--- src/rtl/mp_link_pkg.sv ---
// Shared frame layout, FSM state encodings and payload struct for the serial player link.
package mp_link_pkg;

  localparam int FRAME_BITS   = 9;  // start + 6 data + parity + stop
  localparam int PAYLOAD_BITS = 6;
  localparam int SCORE_LSB    = 0;
  localparam int PAUSE_BIT    = 4;
  localparam int RELOAD_BIT   = 5;

  typedef enum logic [2:0] {TX_IDLE, TX_START, TX_DATA, TX_PARITY, TX_STOP} tx_state_t;
  typedef enum logic [2:0] {RX_IDLE, RX_START, RX_DATA, RX_PARITY, RX_STOP} rx_state_t;

  typedef struct packed {
    logic       reload;
    logic       pause;
    logic [3:0] score;
  } mp_payload_t;

endpackage

--- src/rtl/mp_link_rx.sv ---
// Receive half of the link: synchroniser, bit-timed deframer and frame validation.
// ok_o / err_o are single-cycle strobes on the stop-sample cycle; data_o holds the payload.
module mp_link_rx
  import mp_link_pkg::*;
#(
  parameter int CLK_DIV = 650
) (
  input  logic                    clk,
  input  logic                    rst,
  input  logic                    rx_i,
  output logic                    ok_o,
  output logic                    err_o,
  output logic [PAYLOAD_BITS-1:0] data_o
);

  localparam int DW = $clog2(CLK_DIV);
  localparam int BW = $clog2(PAYLOAD_BITS);
  localparam logic [DW-1:0] DIV_LAST  = DW'(CLK_DIV - 1);
  localparam logic [DW-1:0] HALF_LAST = DW'(CLK_DIV / 2 - 1);
  localparam logic [BW-1:0] BIT_LAST  = BW'(PAYLOAD_BITS - 1);

  logic                    s1_q, s2_q;
  rx_state_t               st_q;
  logic [DW-1:0]           div_q;
  logic [BW-1:0]           bit_q;
  logic [PAYLOAD_BITS-1:0] data_q;
  logic                    par_q;
  logic                    armed_q;  // line seen high since the last bad frame
  logic                    tick, stop_hit;

  // Two-flop synchroniser; idles at the line's mark level.
  always_ff @(posedge clk or negedge rst) begin
    if (!rst) begin
      s1_q <= 1'b1;
      s2_q <= 1'b1;
    end else begin
      s1_q <= rx_i;
      s2_q <= s1_q;
    end
  end

  assign tick     = (div_q == DIV_LAST);
  assign stop_hit = (st_q == RX_STOP) && tick;
  assign ok_o     = stop_hit && s2_q && (par_q == ^data_q);
  assign err_o    = stop_hit && !ok_o;
  assign data_o   = data_q;

  // Deframer: half-bit start qualification, then one sample per bit period.
  always_ff @(posedge clk or negedge rst) begin
    if (!rst) begin
      st_q    <= RX_IDLE;
      div_q   <= '0;
      bit_q   <= '0;
      data_q  <= '0;
      par_q   <= 1'b0;
      armed_q <= 1'b1;
    end else begin
      case (st_q)
        RX_IDLE: begin
          if (!armed_q) armed_q <= s2_q;
          else if (!s2_q) begin
            st_q  <= RX_START;
            div_q <= '0;
          end
        end
        RX_START: begin
          if (div_q == HALF_LAST) begin
            div_q <= '0;
            bit_q <= '0;
            st_q  <= s2_q ? RX_IDLE : RX_DATA;  // glitch: drop silently
          end else div_q <= div_q + 1'b1;
        end
        RX_DATA: begin
          if (tick) begin
            div_q  <= '0;
            data_q <= {s2_q, data_q[PAYLOAD_BITS-1:1]};  // LSB arrives first
            if (bit_q == BIT_LAST) st_q <= RX_PARITY;
            else bit_q <= bit_q + 1'b1;
          end else div_q <= div_q + 1'b1;
        end
        RX_PARITY: begin
          if (tick) begin
            div_q <= '0;
            par_q <= s2_q;
            st_q  <= RX_STOP;
          end else div_q <= div_q + 1'b1;
        end
        RX_STOP: begin
          if (tick) begin
            div_q   <= '0;
            st_q    <= RX_IDLE;
            armed_q <= ok_o;  // after a bad frame, wait for mark before next start
          end else div_q <= div_q + 1'b1;
        end
        default: st_q <= RX_IDLE;
      endcase
    end
  end

endmodule

--- src/rtl/mp_link.sv ---
// Two-board player link: periodic TX heartbeat of local status, RX of peer status,
// reload capture between frames and a peer-presence timeout.
module mp_link
  import mp_link_pkg::*;
#(
  parameter int CLK_DIV      = 650,
  parameter int FRAME_PERIOD = 65000,
  parameter int TIMEOUT      = 650000
) (
  input  logic       clk,
  input  logic       rst,
  input  logic [3:0] player1_score,
  input  logic       player1_pause,
  input  logic       player1_reload,
  output logic       link_tx,
  input  logic       link_rx,
  output logic [3:0] player2_score,
  output logic       player2_pause,
  output logic       player2_reload,
  output logic       player2_connected,
  output logic       frame_error
);

  localparam int DW = $clog2(CLK_DIV);
  localparam int PW = $clog2(FRAME_PERIOD);
  localparam int TW = $clog2(TIMEOUT + 1);  // must be able to hold TIMEOUT itself
  localparam int BW = $clog2(PAYLOAD_BITS);
  localparam logic [DW-1:0] DIV_LAST = DW'(CLK_DIV - 1);
  localparam logic [PW-1:0] PER_LAST = PW'(FRAME_PERIOD - 1);
  localparam logic [TW-1:0] TO_MAX   = TW'(TIMEOUT);
  localparam logic [TW-1:0] TO_LAST  = TW'(TIMEOUT - 1);
  localparam logic [BW-1:0] BIT_LAST = BW'(PAYLOAD_BITS - 1);

  logic [PW-1:0]           per_q;
  tx_state_t               tx_st_q;
  logic [DW-1:0]           div_q;
  logic [BW-1:0]           bit_q;
  logic [PAYLOAD_BITS-1:0] sh_q;
  logic                    par_q, tx_q;
  logic                    pend_q, pend_d;
  logic                    snap;
  mp_payload_t             snap_pl;

  logic [TW-1:0]           to_q;
  logic [3:0]              p2_score_q;
  logic                    p2_pause_q, p2_reload_q, p2_conn_q, ferr_q;
  logic                    rx_ok, rx_err;
  logic [PAYLOAD_BITS-1:0] rx_data;

  assign snap = (tx_st_q == TX_IDLE) && (per_q == PER_LAST);

  // Payload as captured at frame start; a reload arriving on the snapshot cycle still rides along.
  always_comb begin
    snap_pl        = '0;
    snap_pl.score  = player1_score;
    snap_pl.pause  = player1_pause;
    snap_pl.reload = pend_q | player1_reload;
  end

  assign pend_d = snap ? 1'b0 : (pend_q | player1_reload);

  // Free-running frame period counter.
  always_ff @(posedge clk or negedge rst) begin
    if (!rst)                  per_q <= '0;
    else if (per_q == PER_LAST) per_q <= '0;
    else                       per_q <= per_q + 1'b1;
  end

  // Holds a short reload pulse until the next frame picks it up.
  always_ff @(posedge clk or negedge rst) begin
    if (!rst) pend_q <= 1'b0;
    else      pend_q <= pend_d;
  end

  // TX framer; tx_q is the registered line level.
  always_ff @(posedge clk or negedge rst) begin
    if (!rst) begin
      tx_st_q <= TX_IDLE;
      div_q   <= '0;
      bit_q   <= '0;
      sh_q    <= '0;
      par_q   <= 1'b0;
      tx_q    <= 1'b1;
    end else begin
      case (tx_st_q)
        TX_IDLE: begin
          if (snap) begin
            sh_q    <= snap_pl;
            par_q   <= ^snap_pl;
            tx_q    <= 1'b0;
            div_q   <= '0;
            tx_st_q <= TX_START;
          end
        end
        TX_START: begin
          if (div_q == DIV_LAST) begin
            div_q   <= '0;
            bit_q   <= '0;
            tx_q    <= sh_q[0];
            tx_st_q <= TX_DATA;
          end else div_q <= div_q + 1'b1;
        end
        TX_DATA: begin
          if (div_q == DIV_LAST) begin
            div_q <= '0;
            if (bit_q == BIT_LAST) begin
              tx_q    <= par_q;
              tx_st_q <= TX_PARITY;
            end else begin
              bit_q <= bit_q + 1'b1;
              tx_q  <= sh_q[1];
              sh_q  <= {1'b0, sh_q[PAYLOAD_BITS-1:1]};
            end
          end else div_q <= div_q + 1'b1;
        end
        TX_PARITY: begin
          if (div_q == DIV_LAST) begin
            div_q   <= '0;
            tx_q    <= 1'b1;
            tx_st_q <= TX_STOP;
          end else div_q <= div_q + 1'b1;
        end
        TX_STOP: begin
          if (div_q == DIV_LAST) begin
            div_q   <= '0;
            tx_st_q <= TX_IDLE;
          end else div_q <= div_q + 1'b1;
        end
        default: tx_st_q <= TX_IDLE;
      endcase
    end
  end

  mp_link_rx #(.CLK_DIV(CLK_DIV)) u_rx (
    .clk    (clk),
    .rst    (rst),
    .rx_i   (link_rx),
    .ok_o   (rx_ok),
    .err_o  (rx_err),
    .data_o (rx_data)
  );

  // Peer status registers and heartbeat timeout; a valid frame always wins over expiry.
  always_ff @(posedge clk or negedge rst) begin
    if (!rst) begin
      to_q        <= '0;
      p2_score_q  <= '0;
      p2_pause_q  <= 1'b0;
      p2_reload_q <= 1'b0;
      p2_conn_q   <= 1'b0;
      ferr_q      <= 1'b0;
    end else begin
      p2_reload_q <= 1'b0;
      ferr_q      <= rx_err;
      if (rx_ok) begin
        p2_score_q  <= rx_data[SCORE_LSB +: 4];
        p2_pause_q  <= rx_data[PAUSE_BIT];
        p2_reload_q <= rx_data[RELOAD_BIT];
        p2_conn_q   <= 1'b1;
        to_q        <= '0;
      end else if (to_q != TO_MAX) begin
        to_q <= to_q + 1'b1;
        if (to_q == TO_LAST) begin
          p2_conn_q  <= 1'b0;
          p2_score_q <= '0;
          p2_pause_q <= 1'b0;
        end
      end
    end
  end

  assign link_tx           = tx_q;
  assign player2_score     = p2_score_q;
  assign player2_pause     = p2_pause_q;
  assign player2_reload    = p2_reload_q;
  assign player2_connected = p2_conn_q;
  assign frame_error       = ferr_q;

endmodule

--- config.mk ---
export PLATFORM = sky130hd
export DESIGN_NAME = mp_link
export DESIGN_NICKNAME = d
export VERILOG_FILES = /design/src/rtl/mp_link_pkg.sv /design/src/rtl/mp_link_rx.sv /design/src/rtl/mp_link.sv
export SDC_FILE = /design/constraint.sdc
export NUM_CORES = 1
export LEC_CHECK = 0
export BUFFER_PORTS_ARGS = -buffer_cell sky130_fd_sc_hd__buf_4
export CAP_MARGIN = 40
export CORE_MARGIN = 5
export CORE_UTILIZATION = 55
export CTS_CLUSTER_SIZE = 10
export DETAILED_ROUTE_END_ITERATION = 10
export PLACE_DENSITY = 0.79
export SYNTH_ARGS = -nofsm -noshare
export SYNTH_HDL_FRONTEND = slang
export SYNTH_SLANG_ARGS = --single-unit
--- constraint.sdc ---
create_clock -name clk -period 2.1 [get_ports clk]
set_input_delay 0.21 -clock clk [delete_from_list [all_inputs] [get_ports clk]]
set_output_delay 0.21 -clock clk [all_outputs]
set_load 0.01 [all_outputs]
== Word level (Yosys, flattened, before mapping) ==
Cells that the tools add are included.
Storage, ports and cells
  output and inout port bits: 9
  input bits: 9
  word-level logic and storage cells: 151
  flip-flop bits (word level): 95
Operators by class
  reduce and logical (&&, ||, !) cells: 34
  muxes and demuxes: 56
  equality and inequality tests: 32
  $add $sub $neg: 6
  bitwise logic cells: 1
Operators with widths (count)
  two-way mux 10 bit: 6
  two-way mux 3 bit: 18
  two-way mux 20 bit: 2
  one-hot mux 10 bit (3 select lines): 1
  one-hot mux 3 bit (5 select lines): 2
  adder 10 x 1 -> 10 bit, second input constant: 2
  adder 20 x 1 -> 20 bit, second input constant: 1
  equality test 10 bit, second input constant: 2
  equality test 20 bit, second input constant: 1
  != test 20 bit, second input constant: 1
  one-hot mux 10 bit (2 select lines): 1
  two-way mux 6 bit: 3
  != test 2 bit, second input constant: 9
  adder 16 x 1 -> 16 bit, second input constant: 1
  equality test 16 bit, second input constant: 1
  two-way mux 16 bit: 1
  nonzero test 2 bit: 7
  two-way mux 1 bit: 13
  equality test 3 x 2 -> 1 bit, second input constant: 4
  equality test 3 bit, second input constant: 4
  two-way mux 4 bit: 3
  != test 2 x 1 -> 1 bit, second input constant: 6
  one-hot mux 3 bit (2 select lines): 2
  one-hot mux 6 bit (2 select lines): 1
  other kinds (22): 37

== Depth between registers and ports, before layout ==
Gate-level depths: netlist (run 1).
  depth after elaboration: 6
  mapped depth: 8
  mapped depth without buffers: 7

== Hierarchy ==
Synthesis (run 1) repeated with hierarchy kept, for this count alone.
Unflattened totals
  cell total of the unflattened synthesis: 517
  area, all modules: 5052.3 um^2
Modules (own cells, without submodules)
  mp_link: times used 1, cells each 373, sequential area each 1727.9 um^2, area each 3604.7 um^2
  mp_link_rx: times used 1, cells each 144, sequential area each 654.4 um^2, area each 1447.6 um^2

== Worst setup path after synthesis (run 1) ==
No wires, ideal clock.
  kind: reg2reg
  start: register u_rx.div_q[4]
  end: register to_q[0]
  required time: 1.981 ns
  cell stages (with the launch flop): 7
  arrival time: 1.850 ns
  path slack: 0.131 ns
  period minus slack after synthesis: 1.969 ns
  cell sequence: dfrtp_1 -> buf_2 -> or2_1 -> or3_4 -> nor3_4 -> buf_4 -> nor2_1
Between the ends
  word-level cells in the longest chain between the ends: 5
  elaborated cells on any way between the ends: 6
  classes of those cells: 1 x eq/ne; 1 x mux; 4 x reduce/logical
RTL lines
  start: declaration: line mp_link_rx.sv:24  | logic [DW-1:0] div_q;
  start signal: assignment: line mp_link_rx.sv:71  | end else div_q <= div_q + 1'b1;
  start signal: assignment: line mp_link_rx.sv:79  | end else div_q <= div_q + 1'b1;
  start signal: assignment: line mp_link_rx.sv:86  | end else div_q <= div_q + 1'b1;
  equality test 10 bit (*): line mp_link_rx.sv:42  | assign tick = (div_q == DIV_LAST);
  logical AND 1 bit (*): line mp_link_rx.sv:43  | assign stop_hit = (st_q == RX_STOP) && tick;
  logical AND 1 bit (*) (2 in a row): line mp_link_rx.sv:44  | assign ok_o = stop_hit && s2_q && (par_q == ^data_q);
  two-way mux 20 bit / nonzero test 2 bit (equally long branches)
  end signal: assignment: line mp_link.sv:162  | to_q <= to_q + 1'b1;
  end: declaration: line mp_link.sv:44  | logic [TW-1:0] to_q;
Every way passes the cells marked *; elsewhere a longest branch is shown, timed or not.
A chain may end at the register's enable or synchronous reset.

== Final worst setup path (run 1) ==
  start: register div_q[1]
  end: register div_q[9]
Between the ends
  word-level cells in the longest chain between the ends: 3
  elaborated cells on any way between the ends: 4
  classes of those cells: 1 x add/sub; 1 x eq/ne; 2 x mux
RTL lines
  start: declaration: line mp_link.sv:36  | logic [DW-1:0] div_q;
  start signal: assignment: line mp_link.sv:101  | end else div_q <= div_q + 1'b1;
  start signal: assignment: line mp_link.sv:114  | end else div_q <= div_q + 1'b1;
  start signal: assignment: line mp_link.sv:121  | end else div_q <= div_q + 1'b1;
  adder 10 x 1 -> 10 bit / equality test 10 bit (equally long branches)
  two-way mux 10 bit (*)
  one-hot mux 10 bit (2 select lines) (*): line mp_link.sv:85  | case (tx_st_q)
Marked as above.

==> reports/metrics.yaml, run 1 <==
status:
  run_status: "complete, no violations"
power_and_ir_drop:
  vdd_ir_drop_max_uv: 429
  leakage_nw: 2.50
  power_density_mw_per_mm2: 656
sta:
  max_freq_ghz: 0.495
  worst_slew_pin_slew_ns: 0.594
  finalHoldViolCount: 0
  setup_viol: 0
  finalWorstSetupSlack_ns: 0.0793
  slew_headroom_pct: 60.1
  period_share_pct: 96.2
  worst_clock_skew_ns: 0.0107
  rsz0062_at_grt: "yes"
  post-route-min-period_ns: 2.02
  slew_violations: 0
route:
  wl_um: 10100
  drtIter0Drc: 138
  ant_nets: 0
  vias: 3905
  wl_per_cell_um: 14.9
  drt-pass1-iter-count: 4
  drc: 0
  drt-vias-per-instance: 5.78
cts:
  htreeDepth: 3
  clkSlewWorstSetupHoldPaths_ns: 0.09
  numCtsBuffers: 9
  cts_tree: "done"
  cts_root_buf: "clkbuf_8"
  clock_path_buffers: 2
  insertion_delay_ns: 0.36
  cts.sink_count: 95
worst_setup_path:
  crit-reg2reg-launch: "div_q[1]"
  cp.required_ns: 2.35
  path_max_fanout: 5
  cpMaxStageDelayCell: "dfrtp_1"
  rrSetupSlack_ns: 0.08
  crit_family: "adder cells"
  r2r_end: "div_q[9]"
  critPathLaunch: "div_q[1]"
  worstPathArrival_ns: 2.27
  cp_slowest_stage_delay_ns: 0.43
  reg2reg_depth: 7
  cp-end-kind: "register"
  critPathKind: "reg2reg"
  critical_path_buf_inv_count: 1
  critPathLaunchType: "register"
  crit_path_cell_trace: "inv_1 -> ha_1 -> nand4b_1 -> nor4_4 -> a31oi_1 -> maj3_1 -> a211o_1"
synthesis:
  synth_seq_cells: 95
  synth_top_family_by_area: "simple AND/OR/NAND/NOR gates"
  synthAdderAreaFrac_pct: 3.21
  synth_cell_type_count: 66
  syn_area_mm2: 0.00499
  synth_compound_area_share_pct: 11.3
  synth_xor_area_share_pct: 7.89
  yosysWarnings: 0
  yosysSeqAreaShare_pct: 47.7
  synth.area.mux_share_pct: 2.71
  synth_simple_gate_area_share_pct: 24.2
  async_flop_share_pct: 100
  synth_edf_count: 0
  synth.avg_cell_area_um2: 9.64
  synthFlopType: "dfrtp_1"
  syn-instance-count: 518
  syn_nets: 539
global_routing:
  grt_pass1_vias: 3966
  antenna_found_initial: 0
  grt_max_degree: 44
  grt.total_usage_pct: 19.0
  grt.overflow.total: 0
  grt_first_pass_wirelength_um: 17600
flow_run:
  drv_cap: 0
cells_and_area:
  syn2layout_area_growth_pct: 14.4
  layout_common_cells: "dfrtp_1, nor2_1, nand2_1, buf_4, xnor2_1"
  drive_above_1_share_pct: 15.1
  stdcell_count: 676
  fillers: 681
  regArea_mm2: 0.00238
  layout_commonest_cell: "dfrtp_1"
  multi_input_area_mm2: 0.00250
  diodes: 0
  nets: 584
floorplan:
  core_mm2: 0.00881
  die-area_mm2: 0.0111
  fp-row-count: 34
  start_util_pct: 56.7
  die_w_um: 105
  io_pins: 18
  die_h_um: 105
placed_design:
  place_ws_ns: 0.0480
  numPortBuffers: 17
  gp_congestion: 0.853
  dp.cells: 657
  dp_hpwl_um: 7270
worst_hold_path:
  whs_endpoint: "pend_q"
  min_path_cells: 3
  hp-class: "in2reg"
  hold_path.startpoint: "player1_reload"
==> worst register-to-register path, stage by stage, from the launching register on <==
cell      delay, ns
dfrtp_1        0.43
inv_1          0.08
ha_1           0.16
nand4b_1       0.17
nor4_4         0.33
a31oi_1        0.09
maj3_1         0.37
a211o_1        0.29
==> cells in the mapped netlist (2+ instances only) <==
cell type / n / area share (%)
a21o_1: 5 / 0.75
a21oi_1: 7 / 0.70
a2bb2oi_1: 4 / 0.70
a31oi_1: 2 / 0.25
a32o_1: 2 / 0.40
and2_1: 3 / 0.38
and3_1: 11 / 1.4
and4_1: 2 / 0.35
buf_2: 2 / 0.20
buf_4: 2 / 0.30
clkbuf_1: 12 / 0.90
dfrtp_1: 91 / 46
dfstp_2: 4 / 2.1
ha_1: 12 / 3.0
inv_1: 21 / 1.6
mux2_1: 3 / 0.68
mux2i_1: 9 / 1.8
nand2_1: 52 / 3.9
nand2b_1: 5 / 0.63
nand3_1: 23 / 2.3
nand4_1: 9 / 1.1
nand4b_1: 4 / 0.70
nand4bb_1: 2 / 0.45
nor2_1: 58 / 4.4
nor3_1: 17 / 1.7
nor3b_1: 2 / 0.30
nor4_1: 4 / 0.50
o21a_1: 3 / 0.45
o21ai_0: 14 / 1.4
o21ai_1: 24 / 2.4
o22a_1: 2 / 0.35
o22ai_1: 10 / 1.3
o31ai_1: 5 / 0.75
or2_1: 6 / 0.75
or3_1: 8 / 1.0
or3b_1: 3 / 0.53
or3b_2: 2 / 0.35
or4_4: 2 / 0.45
xnor2_1: 32 / 5.6
xor2_1: 13 / 2.3
==> metal layers <==
| layer | share of wire (%) | GRT usage, % | up-vias |
|---|---|---|---|
| li1 | - | - | 1915 |
| met1 | 47 | 25.2 | 1920 |
| met2 | 49 | 31.5 | 58 |
| met3 | 2.4 | 2.81 | 12 |
| met4 | 1.6 | 7.22 | 0 |
| met5 | 0 | 0 | - |
==> sequential cells by signal, summed over array words and instances (netlist names), 4 cells and up <==
signal	count
to_q	20
per_q	16
div_q	10
u_rx.div_q	10
sh_q	6
u_rx.data_o	6
player2_score	4
==> worst max-delay path by stage <==
stage                           to  slack [ns]  depth (start not counted)
after floorplan            to_q[0]        0.13                          6
after global placement     to_q[1]        0.11                          5
after detailed placement   to_q[1]        0.05                          5
after CTS                  to_q[1]        0.03                          5
after global routing      bit_q[2]       -0.07                          8
final                     div_q[9]        0.08                          7
==> final cells by class <==
| cell class | count | share of cell area, % |
|---|---|---|
| clock buffer | 12 | 2.54 |
| clock inverter | 4 | 1.23 |
| inverter | 21 | 1.38 |
| multi-input combinational | 386 | 43.8 |
| sequential | 95 | 41.7 |
| tap | 108 | 2.36 |
| timing repair buffer | 50 | 6.94 |
==> metrics by stage <==
step / hold WS (ns) / TNS (ns) / power (mW) / cell area [um2] / utilization, %
5_1_grt: 0.187 / -0.314 / 3.91 / 5710 / 64.9
4_1_cts: 0.181 / 0 / 3.78 / 5660 / 64.3
3_3_place_gp: 0.165 / 0 / 2.44 / 5430 / 61.6
3_5_place_dp: 0.171 / 0 / 2.47 / 5430 / 61.6
2_1_floorplan: -0.0856 / 0 / 2.30 / 4990 / -
6_report: 0.192 / 0 / 3.75 / 5710 / 64.9
==> report_power, final <==
part / internal (mW) / switching (mW)
clock network: 0.701 / 0.602
registers: 1.91 / 0.0880
logic: 0.205 / 0.241
==> cells by family after synthesis <==
logic type	Yosys count
AOI/OAI and AO/OA	89
xor gates and xnor gates	45
adders and majority gates	13
buffers and inverters	37
DFF	95
muxes	13
and+or+nand+nor	226
==> repair_timing <==
| item | in CTS | in global routing |
|---|---|---|
| endpoints found under the hold margin | 28 | 0 |
| hold buffers | 2 | 0 |
| endpoints found under the setup margin | 0 | 22 |
| gates resized for setup | 0 | 9 |
| setup buffers | 0 | 1 |
(Power assumes the default switching activity.)
==> run 2, diff against run 1 <==
- CORE_UTILIZATION: 55 -> 40
- PLACE_DENSITY: 0.79 -> 0.62
==> reports/metrics.yaml, run 2 (same netlist as run 1, synthesis figures left out) <==
cells_and_area:
  nets: 586
  diodes: 0
  fin_util_pct: 48.5
  layout_commonest_cell: "dfrtp_1"
  drive_above_1_share_pct: 15.3
  multi_input_area_mm2: 0.00249
  fillers: 1120
  largest_reg_flops: 20
  syn2layout_area_growth_pct: 17.7
  regArea_mm2: 0.00238
  final_area_mm2: 0.00588
  layout_common_cells: "dfrtp_1, nor2_1, nand2_1, buf_4, xnor2_1"
  reg_top3: "to_q (20), per_q (16)"
  largest_register: "to_q"
placed_design:
  placed_cell_area_mm2: 0.00555
  gp_congestion: 0.824
  dp_hpwl_um: 6820
  numPortBuffers: 17
sta:
  worst_clock_skew_ns: 0.0105
  setup_viol: 0
  tns_ns: 0
  worst_slew_pin_slew_ns: 0.556
  slew_headroom_pct: 62.9
  period_share_pct: 96.6
  finalHoldViolCount: 0
  max_freq_ghz: 0.493
  rsz0062_at_grt: "no"
  post-route-min-period_ns: 2.03
  slew_violations: 0
cts:
  htreeDepth: 3
  clock_path_buffers: 2
  post_cts_buffers: 0
  cts_tree: "done"
  clkSlewWorstSetupHoldPaths_ns: 0.07
  numCtsBuffers: 9
  insertion_delay_ns: 0.35
  cts_root_buf: "clkbuf_16"
  cts.sink_count: 95
worst_setup_path:
  crit_path_cell_trace: "or4b_1 -> nor4_1 -> nor4b_4 -> mux2i_1 -> nor2_1"
  critical_path_buf_inv_count: 0
  worstPathArrival_ns: 2.27
  crit_family: "simple AND/OR/NAND/NOR gates"
  critPathLaunchType: "register"
  cp-end-kind: "register"
  cp_slowest_stage_delay_ns: 0.52
  path_max_fanout: 3
  critPathKind: "reg2reg"
  cpMaxStageDelayCell: "or4b_1"
  cp.required_ns: 2.34
global_routing:
  grt_first_pass_wirelength_um: 17100
  grt_pass1_vias: 3715
  grt_max_degree: 43
  grt.overflow.total: 0
  antenna_found_initial: 0
  grt.total_usage_pct: 14.2
floorplan:
  die-area_mm2: 0.0148
  core_mm2: 0.0121
  io_pins: 18
  start_util_pct: 41.2
  die_h_um: 122
  fp-row-count: 40
  die_w_um: 122
route:
  wl_um: 9790
  drc: 0
  wl_per_cell_um: 13.3
  drt-vias-per-instance: 5.18
  drt-pass1-iter-count: 4
  vias: 3825
  ant_nets: 0
  drtIter0Drc: 230
power_and_ir_drop:
  power_density_mw_per_mm2: 684
  leakage_nw: 2.55
  vdd_ir_drop_max_uv: 331
status:
  run_status: "complete, no violations"
flow_run:
  drv_cap: 0
worst_hold_path:
  hp-class: "in2reg"
run 2: cell types whose count changed in the layout (fill, tap and decap cells not counted), moves of 2 or more:
| cell | change |
|---|---|
| clkbuf_16 | +9 |
| clkbuf_8 | -7 |
| buf_12 | +2 |
| bufinv_16 | -2 |
run 2: cell type report:
class | count | share of cell area [%]
clock buffers | 13 | 4.60
inverters | 21 | 1.34
clock inverters | 3 | 0.298
flip-flops and latches | 95 | 40.5
repair buffers | 52 | 7.36
multi-input cells | 386 | 42.3
well taps | 168 | 3.58
run 2: path summary, 6_finish.rpt:
path                                 from              to  slack, ns  cells after the start
setup / recovery                 to_q[17]         to_q[1]       0.07                      5
hold reg to reg                 u_rx.s1_q       u_rx.s2_q       0.36                      0
setup reg to reg                 to_q[17]         to_q[1]       0.07                      5
min in group asynchronous             rst  u_rx.data_o[0]       0.39                      2
max in group asynchronous             rst         link_tx       1.04                      3
hold / removal             player1_reload          pend_q       0.17                      3
run 2: report_power, final:
group	total, mW	switching (mW)	internal [mW]	leakage [nW]
Combinational	0.442	0.234	0.208	1.16
Clock	1.58	0.681	0.896	0.142
Sequential	2.00	0.0851	1.91	1.25
Total	4.02	1.00	3.02	2.55
run 2: timing repair:
action | in CTS | in global routing
hold buffers | 2 | 0
endpoints found under the hold margin | 40 | 0
endpoints found under the setup margin | 0 | 3
resized for setup | 0 | 4
run 2: worst reg2reg max path: cells and delay by family, from the launching register on:
family / cells / cell delay, ns
simple gates: 4 / 1.31
flops: 1 / 0.39
mux: 1 / 0.22
run 2: stage by stage:
| stage | cells | hold slack [ns] | setup WS (ns) | total power, mW |
|---|---|---|---|---|
| 4_1_cts | 738 | 0.165 | 0.0526 | 4.07 |
| 3_5_place_dp | 720 | 0.241 | 0.0765 | 2.46 |
| 6_report | 738 | 0.170 | 0.0718 | 4.02 |
| 3_3_place_gp | 720 | 0.240 | 0.0989 | 2.45 |
| 2_1_floorplan | 518 | -0.0856 | 0.131 | 2.30 |
| 5_1_grt | 738 | 0.176 | 0.00114 | 4.20 |
run 2: layer usage:
layer,vias up,wire length (um),track usage (%)
met3,15,249,2.79
met5,-,0,0
li1,1922,-,-
met4,0,225,7.14
met1,1852,4940,19.0
met2,36,4380,22.0
